**src/rtl/multicycle_control_pkg.sv**
```systemverilog
// Shared definitions for the multi-cycle controller: opcode values, FSM state
// encodings, PC source selects and the opcode-class bundle.
package multicycle_control_pkg;

  localparam int OP_R    = 0;
  localparam int OP_J    = 1;
  localparam int OP_BNE  = 2;
  localparam int OP_ADDI = 5;
  localparam int OP_SW   = 7;
  localparam int OP_LW   = 8;

  typedef enum logic [2:0] {
    ST_FETCH  = 3'd0,
    ST_DECODE = 3'd1,
    ST_EXEC   = 3'd2,
    ST_MEM    = 3'd3,
    ST_WB     = 3'd4,
    ST_TRAP   = 3'd7
  } state_e;

  localparam logic [1:0] PCSEL_INC = 2'd0;
  localparam logic [1:0] PCSEL_BR  = 2'd1;
  localparam logic [1:0] PCSEL_JMP = 2'd2;

  typedef struct packed {
    logic is_r;
    logic is_j;
    logic is_bne;
    logic is_addi;
    logic is_sw;
    logic is_lw;
    logic illegal;
  } op_class_t;

endpackage

```
**src/rtl/multicycle_control_opcode_class_decode.sv**
```systemverilog
// Combinational opcode classifier; branch opcodes fold into illegal when
// branch support is disabled.
module opcode_class_decode
  import multicycle_control_pkg::*;
#(
  parameter int OPW       = 5,
  parameter bit EN_BRANCH = 1'b1
) (
  input  logic [OPW-1:0] i_opcode,
  output op_class_t      o_class
);

  always_comb begin
    o_class         = '0;
    o_class.is_r    = (i_opcode == OPW'(OP_R));
    o_class.is_j    = EN_BRANCH && (i_opcode == OPW'(OP_J));
    o_class.is_bne  = EN_BRANCH && (i_opcode == OPW'(OP_BNE));
    o_class.is_addi = (i_opcode == OPW'(OP_ADDI));
    o_class.is_sw   = (i_opcode == OPW'(OP_SW));
    o_class.is_lw   = (i_opcode == OPW'(OP_LW));
    o_class.illegal = ~(o_class.is_r | o_class.is_j | o_class.is_bne |
                        o_class.is_addi | o_class.is_sw | o_class.is_lw);
  end

endmodule

```
**src/rtl/multicycle_control.sv**
```systemverilog
// Multi-cycle instruction sequencer: FETCH/DECODE/EXEC/MEM/WB with per-state
// control strobes, memory-timeout and illegal-opcode trap, and a retire counter.
module multicycle_control
  import multicycle_control_pkg::*;
#(
  parameter int OPW         = 5,
  parameter int MEM_TIMEOUT = 15,
  parameter int CNTW        = 32,
  parameter bit EN_BRANCH   = 1'b1
) (
  input  logic            clock,
  input  logic            reset_n,
  input  logic [OPW-1:0]  opcode,
  input  logic            imem_valid,
  input  logic            dmem_ready,
  input  logic            alu_ne,
  output logic            imem_req,
  output logic            ir_we,
  output logic            pc_we,
  output logic [1:0]      pc_sel,
  output logic            dmem_req,
  output logic            DMwe,
  output logic            ALUinB,
  output logic            Rwe,
  output logic            Rdst,
  output logic            Rwd,
  output logic [2:0]      state,
  output logic            trap,
  output logic [CNTW-1:0] retired
);

  localparam int WCW = (MEM_TIMEOUT > 1) ? $clog2(MEM_TIMEOUT) : 1;

  state_e          r_state;
  state_e          w_next;
  logic [OPW-1:0]  r_opcode;
  logic [WCW-1:0]  r_wait;
  logic            r_trap;
  logic [CNTW-1:0] r_retired;

  op_class_t  w_cls;
  logic       w_imem_req, w_ir_we, w_pc_we, w_dmem_req, w_dmwe;
  logic       w_aluinb, w_rwe, w_rdst, w_rwd;
  logic [1:0] w_pc_sel;
  logic       w_load_op, w_clr_wait, w_inc_wait, w_set_trap, w_retire;

  opcode_class_decode #(
    .OPW       (OPW),
    .EN_BRANCH (EN_BRANCH)
  ) u_decode (
    .i_opcode (r_opcode),
    .o_class  (w_cls)
  );

  always_ff @(posedge clock or negedge reset_n) begin
    if (!reset_n) begin
      r_state   <= ST_FETCH;
      r_opcode  <= '0;
      r_wait    <= '0;
      r_trap    <= 1'b0;
      r_retired <= '0;
    end else begin
      r_state <= w_next;
      if (w_load_op) r_opcode <= opcode;
      if (w_clr_wait)      r_wait <= '0;
      else if (w_inc_wait) r_wait <= r_wait + WCW'(1);
      if (w_set_trap) r_trap <= 1'b1;
      if (w_retire)   r_retired <= r_retired + CNTW'(1);
    end
  end

  always_comb begin
    w_next     = r_state;
    w_imem_req = 1'b0;
    w_ir_we    = 1'b0;
    w_pc_we    = 1'b0;
    w_pc_sel   = PCSEL_INC;
    w_dmem_req = 1'b0;
    w_dmwe     = 1'b0;
    w_aluinb   = 1'b0;
    w_rwe      = 1'b0;
    w_rdst     = 1'b0;
    w_rwd      = 1'b0;
    w_load_op  = 1'b0;
    w_clr_wait = 1'b0;
    w_inc_wait = 1'b0;
    w_set_trap = 1'b0;
    w_retire   = 1'b0;
    case (r_state)
      ST_FETCH: begin
        w_imem_req = 1'b1;
        if (imem_valid) begin
          w_ir_we   = 1'b1;
          w_pc_we   = 1'b1;
          w_load_op = 1'b1;
          w_next    = ST_DECODE;
        end
      end
      ST_DECODE: begin
        if (w_cls.illegal) begin
          w_set_trap = 1'b1;
          w_next     = ST_TRAP;
        end else if (w_cls.is_j) begin
          w_pc_we  = 1'b1;
          w_pc_sel = PCSEL_JMP;
          w_retire = 1'b1;
          w_next   = ST_FETCH;
        end else begin
          w_next = ST_EXEC;
        end
      end
      ST_EXEC: begin
        w_aluinb = w_cls.is_addi | w_cls.is_lw | w_cls.is_sw;
        if (w_cls.is_bne) begin
          w_pc_we  = alu_ne;
          w_pc_sel = PCSEL_BR;
          w_retire = 1'b1;
          w_next   = ST_FETCH;
        end else if (w_cls.is_sw | w_cls.is_lw) begin
          w_clr_wait = 1'b1;
          w_next     = ST_MEM;
        end else begin
          w_next = ST_WB;
        end
      end
      ST_MEM: begin
        w_dmem_req = 1'b1;
        w_dmwe     = w_cls.is_sw;
        w_aluinb   = 1'b1;
        // A ready arriving on the final allowed cycle still completes the access.
        if (dmem_ready) begin
          if (w_cls.is_sw) begin
            w_retire = 1'b1;
            w_next   = ST_FETCH;
          end else begin
            w_next = ST_WB;
          end
        end else if (r_wait == WCW'(MEM_TIMEOUT - 1)) begin
          w_set_trap = 1'b1;
          w_next     = ST_TRAP;
        end else begin
          w_inc_wait = 1'b1;
        end
      end
      ST_WB: begin
        w_rwe    = 1'b1;
        w_rdst   = w_cls.is_r;
        w_rwd    = w_cls.is_lw;
        w_aluinb = w_cls.is_addi | w_cls.is_lw;
        w_retire = 1'b1;
        w_next   = ST_FETCH;
      end
      ST_TRAP: w_next = ST_TRAP;
      default: begin
        w_set_trap = 1'b1;
        w_next     = ST_TRAP;
      end
    endcase
  end

  // Strobes are forced low combinationally while reset is held.
  assign imem_req = reset_n & w_imem_req;
  assign ir_we    = reset_n & w_ir_we;
  assign pc_we    = reset_n & w_pc_we;
  assign pc_sel   = reset_n ? w_pc_sel : 2'd0;
  assign dmem_req = reset_n & w_dmem_req;
  assign DMwe     = reset_n & w_dmwe;
  assign ALUinB   = reset_n & w_aluinb;
  assign Rwe      = reset_n & w_rwe;
  assign Rdst     = reset_n & w_rdst;
  assign Rwd      = reset_n & w_rwd;
  assign state    = r_state;
  assign trap     = r_trap;
  assign retired  = r_retired;

endmodule

```
**config.mk**
```make
export PLATFORM = sky130hd
export DESIGN_NAME = multicycle_control
export DESIGN_NICKNAME = d
export VERILOG_FILES = /design/src/rtl/multicycle_control_pkg.sv /design/src/rtl/multicycle_control_opcode_class_decode.sv /design/src/rtl/multicycle_control.sv
export SDC_FILE = /design/constraint.sdc
export NUM_CORES = 1
export LEC_CHECK = 0
export BUFFER_PORTS_ARGS = -buffer_cell sky130_fd_sc_hd__buf_4
export CORE_MARGIN = 2
export CORE_UTILIZATION = 54
export CTS_BUF_LIST = sky130_fd_sc_hd__clkbuf_16
export CTS_CLUSTER_SIZE = 20
export DETAILED_ROUTE_END_ITERATION = 12
export PLACE_DENSITY = 0.91
export SLEW_MARGIN = 20
export SYNTH_ARGS = -nofsm -noshare
export SYNTH_HDL_FRONTEND = slang
export SYNTH_SLANG_ARGS = --single-unit
```
**constraint.sdc**
```tcl
create_clock -name clock -period 2.5 [get_ports clock]
set_input_delay 0.25 -clock clock [delete_from_list [all_inputs] [get_ports clock]]
set_output_delay 0.25 -clock clock [all_outputs]
set_load 0.01 [all_outputs]
```
==> results.sh <==
export IMPL_syn_inst=248
export IMPL_finalCritPeriodShare_pct=89.63
export IMPL_ctsHtreeMaxLevel=2
export IMPL_hold_ws_ns=0.1988
export IMPL_slew_headroom_pct=53.07
export IMPL_std_cell_rows=25
export IMPL_insertion_delay_ns=0.29
export IMPL_final_nets=320
export IMPL_place_area_um2=3100
export IMPL_clock_tree_root_cell="clkbuf_16"
export IMPL_ys_seq_area_share_pct=42.94
export IMPL_critPathBufInv=0
export IMPL_cpLargestDelayFamily="compound AO/OA/AOI/OAI gates"
export IMPL_tightest_slew_ns=0.7012
export IMPL_drtAntennaViolNets=0
export IMPL_setup_violations=0
export IMPL_grt_pass1_vias=2121
export IMPL_drtIter0Drc=93
export IMPL_cts_tree="yes"
export IMPL_arrival_ns=2.45
export IMPL_cts_buffers=5
export IMPL_dr_pass1_iters=4
export IMPL_finalHoldViolCount=0
export IMPL_cp_max_fo=22
export IMPL_vias_per_cell=6.044
export IMPL_grt_max_degree=33
export IMPL_async_flop_share_pct=100.0
export IMPL_synth_ff_latch_count=45
export IMPL_clkSinkCount=45
export IMPL_cts_path_max_buffers=2
export IMPL_drc=0
export IMPL_hold_buffers=1
export IMPL_fp_coreArea_um2=4692
export IMPL_synth_nets=261
export IMPL_max_clock_freq_ghz=0.4463
export IMPL_crit_slowest_cell="dfrtp_1"
export IMPL_die_h_um=73.69
export IMPL_io_buffer_count=56
export IMPL_synth_warning_count=0
export IMPL_synthTopCellsByArea="dfrtp_1 (43%), xor2_1 (9.7%), a2111oi_2 (5.2%), nand2_1 (3.0%), a211oi_1 (2.9%)"
export IMPL_overflow=0
export IMPL_via_count=2188
export IMPL_outcome="complete, no violations"
export IMPL_die_x_um=73.69
export IMPL_period_minus_slack_ns=2.241
export IMPL_max_cap_violations=0
export IMPL_fin_area_um2=3283
export IMPL_antenna_found_initial=0
export IMPL_endpoint_kind="register"
export IMPL_cts_setup_buffers=0
export IMPL_synth_area_per_cell_um2=10.57
export IMPL_ys_flop_type="dfrtp_1"
export IMPL_dp_hpwl_mm=4.128
export IMPL_drive_above_1_share_pct=32.47
export IMPL_crit_chain="nand4b_1, nor4_4, o21ai_4, a2111oi_2, xor2_1"
export IMPL_synth_area_leader_cell="dfrtp_1"
export IMPL_start_util_pct=55.89
export IMPL_slowest_delay_ns=0.56
export IMPL_rsz0062_at_grt="false"
export IMPL_fin_worst_skew_ns=0.006970
export IMPL_ir_drop_v=0.0004718
export IMPL_areaGrowthSynthToFinish_pct=25.19
export IMPL_diodes=0
export IMPL_reg2reg_depth=5
export IMPL_worstHoldPathType="input pin to register"
export IMPL_syn_area_um2=2623
export IMPL_finalSetupTns_ns=0
export IMPL_cellPowerDensity_nw_per_um2=571.1
export IMPL_grt_first_pass_wirelength_mm=10.12
export IMPL_grt_util_all_layers_pct=24.42
export IMPL_ys_types=54
export IMPL_synth_edff_count=0
export IMPL_slew_viol_final=0
export IMPL_synth_top_area_share_pct=42.94
export IMPL_clkTransAtPathRegs_ns=0.07
export IMPL_crit_required_ns=2.71
export IMPL_power_leakage_nw=1.309
export IMPL_path_depth=5
export IMPL_wl_per_cell_um=16.55
export IMPL_ios=57
export IMPL_drt_wl_total_mm=5.990
export IMPL_die_area_um2=5430
export IMPL_total_power_mw=1.875
export IMPL_critPathKind="register to register"
export IMPL_holdPathStages=2
export IMPL_post_cts_resized=0
export IMPL_start_kind="register"
export IMPL_place_gp_congestion=0.9507
path summary, 6_finish.rpt:
check / start / to / slack [ns]
worst max-delay path: r_opcode[0]$_DFFE_PN0P_ / retired[11]$_DFFE_PN0P_ / 0.26
worst min-delay path: opcode[2] / r_opcode[2]$_DFFE_PN0P_ / 0.20
worst max register to register: r_opcode[0]$_DFFE_PN0P_ / retired[11]$_DFFE_PN0P_ / 0.26
worst min register to register: retired[31]$_DFFE_PN0P_ / retired[31]$_DFFE_PN0P_ / 0.48
max in group asynchronous: reset_n / r_opcode[0]$_DFFE_PN0P_ / 1.46
min in group asynchronous: reset_n / retired[8]$_DFFE_PN0P_ / 0.44
cell families after synthesis:
logic type | synth area share (%)
mux | 2.958
fa+ha+maj | 1.431
flops | 42.94
simple gates | 20.56
xor+xnor | 11.35
buf+inv | 3.530
compound gates | 17.22
per-layer routing:
| metal | vias to the layer above | track usage [%] | share of wire, % |
|---|---|---|---|
| li1 | 1020 | - | - |
| met1 | 1072 | 32.06 | 43 |
| met2 | 86 | 38.59 | 49 |
| met3 | 10 | 4.801 | 6.2 |
| met4 | 0 | 11.92 | 1.2 |
| met5 | - | 0 | 0 |
layout make-up:
| type | count | area (µm²) |
|---|---|---|
| well taps | 54 | 67.56 |
| fillers | 355 | 1409 |
| clock inverters | 3 | 47.55 |
| clock buffers | 5 | 125.1 |
| repair buffers | 62 | 467.9 |
| inverters | 11 | 41.29 |
| flip-flops and latches | 45 | 1126 |
| multi-input cells | 182 | 1408 |
cells in the final DEF, fill, tap and decap left out, types with 4 or more instances in the layout:
master / instances
a2111oi_2: 9
a211oi_1: 10
a21oi_1: 14
and3_1: 5
buf_4: 61
clkbuf_16: 5
dfrtp_1: 45
inv_1: 11
mux2_2: 6
nand2_1: 21
nand2b_1: 5
nand3_1: 9
nand4_1: 6
nor2_1: 11
nor3_1: 4
o21ai_0: 4
xnor2_1: 5
xor2_1: 29
synthesized netlist by cell type (all sizes together), types with 3 or more instances:
master and number:
nand3 10, nor3b 3, a2111oi 11, ha 3, clkbuf 4, inv 11
a211oi 10, a21oi 15, nor4 4, nand4 6, xor2 29, buf 6
o21ai 5, nand2b 5, dfrtp 45, xnor2 5, nor2 13, and3 5
nand2 21, mux2 6, nor3 5
state kept, by name, summed over array words and instances, names as in the netlist:
signal / flops
r_opcode: 5
r_wait: 4
retired: 32
state: 3
trap: 1
metrics by stage:
step	instances	util (%)	setup slack (ns)
global route	362	69.97	0.1075
detailed placement	353	66.08	0.2862
global placement	353	66.08	0.3385
floorplan	248	-	0.5070
CTS	362	69.97	0.2791
finish	362	69.97	0.2592
power breakdown:
group | total, mW | internal [mW] | switching [mW]
Combinational | 0.246 | 0.125 | 0.122
Sequential | 0.866 | 0.779 | 0.0871
Clock | 0.762 | 0.478 | 0.284
Total | 1.88 | 1.38 | 0.493
worst reg2reg max path: stages (launching register included):
cell       delay (ns)
dfrtp_1          0.56
nand4b_1         0.33
nor4_4           0.36
o21ai_4          0.26
a2111oi_2        0.48
xor2_1           0.18
No activity file was read; power rests on OpenSTA's default activity.
